$ cat src/rtl/arith_engine.sv
// arith_engine: add/sub/mul in one cycle, restoring divide over DATA_W
// cycles, with a valid/ready request side and a valid/ready result side.
module arith_engine #(
   parameter int DATA_W = 8
) (
   input  logic              i_clk,
   input  logic              i_reset,
   input  logic              i_valid,
   output logic              o_ready,
   input  logic [1:0]        i_op,
   input  logic [DATA_W-1:0] i_value_a,
   input  logic [DATA_W-1:0] i_value_b,
   output logic              o_valid,
   input  logic              i_ready,
   output logic [DATA_W-1:0] o_value_lo,
   output logic [DATA_W-1:0] o_value_hi,
   output logic              o_div_zero
);

   localparam int CW = (DATA_W > 1) ? $clog2(DATA_W) : 1;

   typedef enum logic [1:0] {
      IDLE,
      DIV,
      DONE
   } state_t;

   state_t state, state_nxt;

   logic [DATA_W-1:0]   div_b;
   logic [DATA_W-1:0]   quo;
   logic [DATA_W-1:0]   rem;
   logic [CW-1:0]       cnt;
   logic [DATA_W:0]     sum;
   logic [DATA_W:0]     dif;
   logic [2*DATA_W-1:0] prod;
   logic [DATA_W:0]     shft;
   logic [DATA_W:0]     trial;
   logic [DATA_W-1:0]   quo_nxt;
   logic [DATA_W-1:0]   rem_nxt;
   logic                accept;
   logic                last;
   logic                b_zero;

   // Ready is withheld while reset is held so nothing is accepted then
   assign o_ready = (state == IDLE) & ~i_reset;
   assign o_valid = (state == DONE);
   assign accept  = i_valid & o_ready;
   assign last    = (cnt == CW'(DATA_W - 1));
   assign b_zero  = (i_value_b == '0);

   // Single-cycle results and one restoring divide step
   always_comb begin
      sum   = {1'b0, i_value_a} + {1'b0, i_value_b};
      dif   = {1'b0, i_value_a} - {1'b0, i_value_b};
      prod  = {{DATA_W{1'b0}}, i_value_a} * {{DATA_W{1'b0}}, i_value_b};
      shft  = {rem, quo[DATA_W-1]};
      trial = shft - {1'b0, div_b};
      if (trial[DATA_W]) begin
         rem_nxt = shft[DATA_W-1:0];
         quo_nxt = {quo[DATA_W-2:0], 1'b0};
      end else begin
         rem_nxt = trial[DATA_W-1:0];
         quo_nxt = {quo[DATA_W-2:0], 1'b1};
      end
   end

   // State register
   always_ff @(posedge i_clk) begin
      if (i_reset) state <= IDLE;
      else         state <= state_nxt;
   end

   // Next-state logic
   always_comb begin
      state_nxt = state;
      unique case (state)
         IDLE: begin
            if (accept) begin
               if (i_op == 2'b11 && !b_zero) state_nxt = DIV;
               else                          state_nxt = DONE;
            end
         end
         DIV:  if (last) state_nxt = DONE;
         DONE: if (i_ready) state_nxt = IDLE;
         default: state_nxt = IDLE;
      endcase
   end

   // Result registers and divider iteration
   always_ff @(posedge i_clk) begin
      if (i_reset) begin
         o_value_lo <= '0;
         o_value_hi <= '0;
         o_div_zero <= 1'b0;
         div_b      <= '0;
         quo        <= '0;
         rem        <= '0;
         cnt        <= '0;
      end else if (accept) begin
         o_div_zero <= 1'b0;
         unique case (i_op)
            2'b00: begin
               o_value_lo <= sum[DATA_W-1:0];
               o_value_hi <= {{(DATA_W-1){1'b0}}, sum[DATA_W]};
            end
            2'b01: begin
               o_value_lo <= dif[DATA_W-1:0];
               o_value_hi <= {{(DATA_W-1){1'b0}}, dif[DATA_W]};
            end
            2'b10: begin
               o_value_lo <= prod[DATA_W-1:0];
               o_value_hi <= prod[2*DATA_W-1:DATA_W];
            end
            default: begin
               if (b_zero) begin
                  o_value_lo <= '1;
                  o_value_hi <= i_value_a;
                  o_div_zero <= 1'b1;
               end else begin
                  o_value_lo <= '0;
                  o_value_hi <= '0;
                  div_b      <= i_value_b;
                  quo        <= i_value_a;
                  rem        <= '0;
                  cnt        <= '0;
               end
            end
         endcase
      end else if (state == DIV) begin
         quo <= quo_nxt;
         rem <= rem_nxt;
         cnt <= cnt + CW'(1);
         if (last) begin
            o_value_lo <= quo_nxt;
            o_value_hi <= rem_nxt;
         end
      end
   end

endmodule

$ cat config.mk
export PLATFORM = sky130hd
export DESIGN_NAME = arith_engine
export DESIGN_NICKNAME = d
export VERILOG_FILES = /design/src/rtl/arith_engine.sv
export SDC_FILE = /design/constraint.sdc
export NUM_CORES = 1
export LEC_CHECK = 0
export CAP_MARGIN = 40
export CORE_MARGIN = 1
export CORE_UTILIZATION = 47
export DETAILED_ROUTE_END_ITERATION = 10
export PLACE_DENSITY = 0.69
export SETUP_SLACK_MARGIN = 0.02
export SLEW_MARGIN = 20
export SYNTH_ARGS = -nofsm -noshare
export SYNTH_HDL_FRONTEND = slang
export SYNTH_SLANG_ARGS = --single-unit
$ cat constraint.sdc
create_clock -name i_clk -period 4.3 [get_ports i_clk]
set_input_delay 0.645 -clock i_clk [delete_from_list [all_inputs] [get_ports i_clk]]
set_output_delay 0.645 -clock i_clk [all_outputs]
set_load 0.02 [all_outputs]
=== Word level (Yosys, flattened, before mapping) ===
Cells that the tools add are included.

* Output and inout bits: 19
* Bits in registers: 46
* Word-level logic and storage cells: 72

* Multipliers: 1
* Muxes and demuxes: 31
* Reductions and logical operators: 12
* Bitwise operators: 5
* $add $sub $neg: 4
* Equal/unequal tests: 11

{| class="wikitable"
|+ Operators with widths
! operator !! count
|-
| 8-bit two-way mux || 17
|-
| 8-bit one-hot mux with 3 select lines || 2
|-
| 8-bit by 8-bit multiplier with 16-bit output || 1
|-
| 3-bit two-way mux || 4
|-
| 8-bit by 8-bit adder with 9-bit output || 1
|-
| 3-bit AND reduction || 3
|-
| 8-bit by 8-bit subtractor with 9-bit output || 1
|-
| 9-bit by 8-bit subtractor with 9-bit output || 1
|-
| 8-bit zero test || 1
|-
| 2-bit two-way mux || 4
|-
| 2-bit inequality test (second input constant) || 4
|-
| 2-bit == test (second input constant) || 3
|-
| 2-bit one-hot mux with 3 select lines || 1
|-
| 2-bit by 1-bit == test with 1-bit output (second input constant) || 2
|-
| 2-bit zero test || 2
|-
| 2-bit nonzero test || 2
|-
| 3-bit by 1-bit adder with 3-bit output (second input constant) || 1
|-
| 3-bit == test (second input constant) || 1
|-
| 1-bit two-way mux || 3
|-
| 1-bit inverter || 3
|-
| 3-bit OR reduction || 1
|-
| 1-bit bitwise AND || 2
|-
| 2-bit by 1-bit inequality test with 1-bit output (second input constant) || 1
|-
| 2-bit AND reduction || 1
|-
| 2 further kinds || 2
|}

=== Depth between registers and ports, before layout ===
* Word-level depth: 6
* Depth in mapped cells: 19
* Gate-level depth less buffers: 18

=== Least setup slack after synthesis ===
Ideal clock, no wire load.

* Path type: input to register
* Start: in i_value_b[7]
* End: reg o_value_hi[3]
* Path buffers: 1
* Cell stages on the path: 17
* Data arrival time: 4,597 ps
* Setup slack: -387 ps
* Cells stage by stage: clkbuf_1 nand2_1 fa_1 fa_1 inv_1 fa_1 inv_1 fa_1 inv_1 ha_1 o21ai_0 nor2_1 o21a_1 o41a_1 xor2_1 nand2_1 a311oi_1

* Longest elaborated chain between the ends: 4
* Elaborated cells between the ends (all ways): 5
* Classes of those cells: 1 x mul; 3 x mux; 1 x reduce/logical

{| class="wikitable"
|+ Ends and longest elaborated chain
! what !! RTL line !! source
|-
| start: declaration || 12 || <nowiki>input logic [DATA_W-1:0] i_value_b,</nowiki>
|-
| parallel branches: the longest is 2 deep, another holds 8-bit by 8-bit multiplier with 16-bit output || -- ||
|-
| 8-bit one-hot mux with 3 select lines (*) || 102 || <nowiki>unique case (i_op)</nowiki>
|-
| 8-bit two-way mux (*) || 100 || <nowiki>end else if (accept) begin</nowiki>
|-
| end signal: assignment || 105 || <nowiki>o_value_hi <= {{(DATA_W-1){1'b0}}, sum[DATA_W]};</nowiki>
|-
| end signal: assignment || 109 || <nowiki>o_value_hi <= {{(DATA_W-1){1'b0}}, dif[DATA_W]};</nowiki>
|-
| end signal: assignment || 118 || <nowiki>o_value_hi <= i_value_a;</nowiki>
|-
| end: declaration || 16 || <nowiki>output logic [DATA_W-1:0] o_value_hi,</nowiki>
|}

Every way passes the cells marked *.
A chain may end at the register's enable or synchronous reset.

=== Worst setup path in the final report ===
* Start: in i_value_b[4]
* End: reg o_value_hi[2]

The elaborated chain is that of the path after synthesis.

==> Flow_metrics.wiki <==
{| class="wikitable"
! Metric !! Value
|-
| Outcome || finished, violations left
|-
| Violations in the final reports || setup timing
|-
| Number of core rows || 38
|-
| FF-to-FF Start || quo[7]
|-
| Die ar. || 11600 sq um
|-
| Beginning of the worst hold path || quo[0]
|-
| Kind of launch point of the worst setup path || input port
|-
| Number of cells traversed by the worst hold path || 2
|-
| Input/output buffers || 40
|-
| Standard cell core area || 10900 sq um
|-
| Maximum vdd ir drop || 0.315 mV
|-
| Fin nets || 878
|-
| Post-synth ARST share || 0%
|-
| Clock edge transition at the registers on the reported setup and hold paths || 0.09 ns
|-
| Synthesis-to-finish area growth || 30.4%
|-
| Critical Path AT || 4.51 ns
|-
| P_leak || 3.03 nW
|-
| Count of vias placed by the detailed router || 5022
|-
| Per-cell via count in the routed design || 5.60
|-
| Initial antenna violation count || 0
|-
| Final Worst Setup Slack || -0.0392 ns
|-
| Number of hold violations in the final report || 0
|-
| Final Skew || 0.0107 ns
|-
| Library cell occupying the most area in the post-synthesis netlist || dfxtp_1
|-
| FF-to-FF path depth || 12
|-
| Peak Freq || 0.230 GHz
|-
| Starting density of the core || 48.3%
|-
| CTS max path bufs || 2
|-
| Data required time of the worst path || 4.47 ns
|-
| Synth Instances || 642
|-
| Layout Cells excl Fill || 896
|-
| Synth top area cells || dfxtp_1, fa_1, ha_1
|-
| Placed cell areas || 6350 sq um
|-
| Total global routing track utilization || 27.8%
|-
| Number of antenna cells inserted || 0
|-
| Highest net fanout along the worst path || 6
|-
| Drt pass-1 iters || 5
|-
| Number of primary I/O pins || 41
|-
| Net Count, Synth || 765
|-
| Total power after layout || 2.55 mW
|-
| Depth of the CTS H-tree || 2
|-
| R2r setup slk || 1.34 ns
|-
| End of the worst hold path || quo[0]
|-
| Met3 routed WL || 544 um
|-
| Min Clock Period, post-route || 4.34 ns
|-
| Wire length of the first global-routing pass || 25.0 mm
|-
| Starting DRC count in detailed routing || 338
|-
| Worst hold path class || flip-flop to flip-flop
|-
| Share of synthesized area occupied by flip-flops and latches || 17.5%
|-
| Vias in the first global route || 5140
|-
| # placed instances || 874
|-
| Max-cap violations || 0
|-
| Number of clock sinks || 46
|-
| Total of warnings raised by yosys || 0
|-
| R2R Path End || o_value_lo[0]
|-
| Total negative slack || -0.0417 ns
|-
| Mapped Area || 5260 sq um
|-
| Power Dens Cells || 371 nW/um^2
|-
| Final global-route overflow total || 0
|-
| Max Used Layer || met4
|-
| Final slew viol count || 0
|-
| Wire length reported by the detailed router || 15.1 mm
|-
| Worst setup EP type || flip-flop
|-
| Number of enable flip-flop cells after synthesis || 0
|-
| Number of remaining DRC errors || 0
|-
| Post-DRT Antenna Nets || 0
|-
| Setup repair after global routing missed its margin || true
|-
| Final instance area || 6860 sq um
|-
| Source-to-sink clock delay at the later pin of the worst-skew pair || 0.31 ns
|-
| Layout cells sized above 1 || 24.1%
|-
| Top FF cell, synth || dfxtp_1
|-
| Routability cong. || 0.904
|-
| Setup-violating endpoint count in the final report || 2
|-
| Worst Path Class, Setup || input port to flip-flop
|-
| Synthesized area divided by synthesized cell count || 8.19 sq um
|-
| Pin count of the biggest net entering global routing || 52
|-
| Number of library cell types mapped by synthesis || 57
|-
| Root Buffer Master || clkbuf_8
|-
| Routed wirelength normalized by instance count || 16.8 um
|-
| Clock tree from TritonCTS || built
|-
| Flip-flop and latch count after synthesis || 46
|-
| Die Y || 108 um
|-
| Half-perimeter wire length after placement || 11.7 mm
|-
| Wire length on met2 || 7.45 mm
|-
| Number of buffers added by the clock tree synthesis step || 5
|-
| Met1 Routed Length || 6.68 mm
|-
| Normalized max-slew margin || 44.3%
|-
| Die width || 108 um
|-
| Final worst-path cycle share || 101%
|-
| Share of Yosys cell area claimed by the top area cell type || 17.5%
|-
| Least-Margin Pin Slew || 0.831 ns
|}
==> cell usage after synthesis (4+ instances only) <==
master / count
nor3_1: 11
a211oi_1: 11
fa_1: 39
mux2_2: 5
a221oi_1: 6
o22ai_1: 7
nand3_1: 5
and2_1: 39
mux2i_1: 11
a21oi_1: 29
nand2b_1: 10
o21bai_1: 6
nor2b_1: 5
nor2_1: 62
a311oi_1: 9
a31oi_1: 10
nand3b_1: 6
a21o_1: 7
clkbuf_1: 20
o21ai_0: 29
dfxtp_1: 46
xnor2_1: 13
o31ai_1: 4
buf_6: 5
o21a_1: 7
nand2_1: 50
xor2_1: 7
inv_1: 80
ha_1: 62
==> sequential cells by signal, summed over array words and instances, names as in the netlist <==
name	count
div_b	8
o_div_zero	1
o_value_lo	8
quo	8
state	2
cnt	3
o_value_hi	8
rem	8
==> worst max-delay path, cell delays in order <==
cell and delay [ns]:
buf_12 0.11, buf_6 0.11, and2_4 0.15, fa_1 0.50, fa_1 0.52, fa_1 0.51, inv_2 0.04, fa_1 0.49
inv_2 0.05, ha_4 0.23, a211o_1 0.35, o221ai_2 0.21, xnor2_1 0.10, a221oi_1 0.36, a211oi_1 0.12
==> worst max-delay path by stage <==
stage,slack (ns),cells past startpoint,to,startpoint
final,-0.04,15,o_value_hi[2],i_value_b[4]
after global routing,-0.13,17,o_value_hi[7],i_value_b[4]
after CTS,-0.15,18,o_value_hi[5],i_value_b[6]
after detailed placement,-0.99,18,o_value_hi[5],i_value_b[2]
after global placement,-0.99,17,o_value_hi[5],i_value_a[2]
after floorplan,-0.03,16,o_value_hi[3],i_value_b[4]
==> cells by family after synthesis <==
group,synth area share [%]
and+or+nand+nor,19.0
AOI/OAI and AO/OA,18.9
buffers and inverters,8.49
adders and majority gates,29.6
DFF,17.5
xor gates and xnor gates,3.33
muxes,3.16
==> cells in the final DEF (no fill, tap or decap), types with 9 or more instances in the layout <==
master,n
buf_4,86
dfxtp_1,46
buf_6,15
nand2_1,46
ha_1,51
xnor2_1,13
a31oi_1,10
o21ai_0,24
a21oi_1,25
nor3_1,11
fa_1,35
and2_1,31
mux2i_1,11
inv_2,9
clkdlybuf4s50_1,24
nand2b_1,9
inv_1,71
ha_4,9
nor2_1,60
a311oi_1,9
==> layout make-up <==
type                            count  area (sq um)
Timing Repair Buffer              134          1140
Inverter                           80           300
Clock buffer                        5          68.8
Tap cell                          140           175
Clock inverter                      3          43.8
Sequential cell                    46           921
Fill cell                         926          4030
Multi-Input combinational cell    488          4200
==> power by group <==
group	leakage (nW)	internal (mW)	switching, mW
clock	0.0585	0.174	0.156
combinational	2.60	0.853	0.896
sequential	0.375	0.450	0.0170
==> metrics by stage <==
step	hold slack, ns	setup WS [ns]	utilization [%]
2_1_floorplan	0.458	-0.0288	-
3_3_place_gp	0.476	-0.986	58.3
3_5_place_dp	0.481	-0.985	58.3
4_1_cts	0.499	-0.152	61.7
5_1_grt	0.518	-0.132	63.0
6_report	0.498	-0.0392	63.0
==> repair_timing <==
| item | 4_1_cts | 5_1_grt |
|---|---|---|
| pin swaps | 37 | 33 |
| hold buffers | 0 | 0 |
| setup buffers | 12 | 1 |
| setup endpoints to repair | 10 | 6 |
| gates resized for setup | 108 | 32 |
==> per-layer routing <==
| layer | GRT usage, % | vias up |
|---|---|---|
| met5 | 0 | - |
| met4 | 9.88 | 0 |
| met3 | 3.27 | 33 |
| met2 | 48.4 | 136 |
| met1 | 35.1 | 2438 |
| li1 | - | 2415 |
Note: power is estimated with default switching activity, not from simulation.
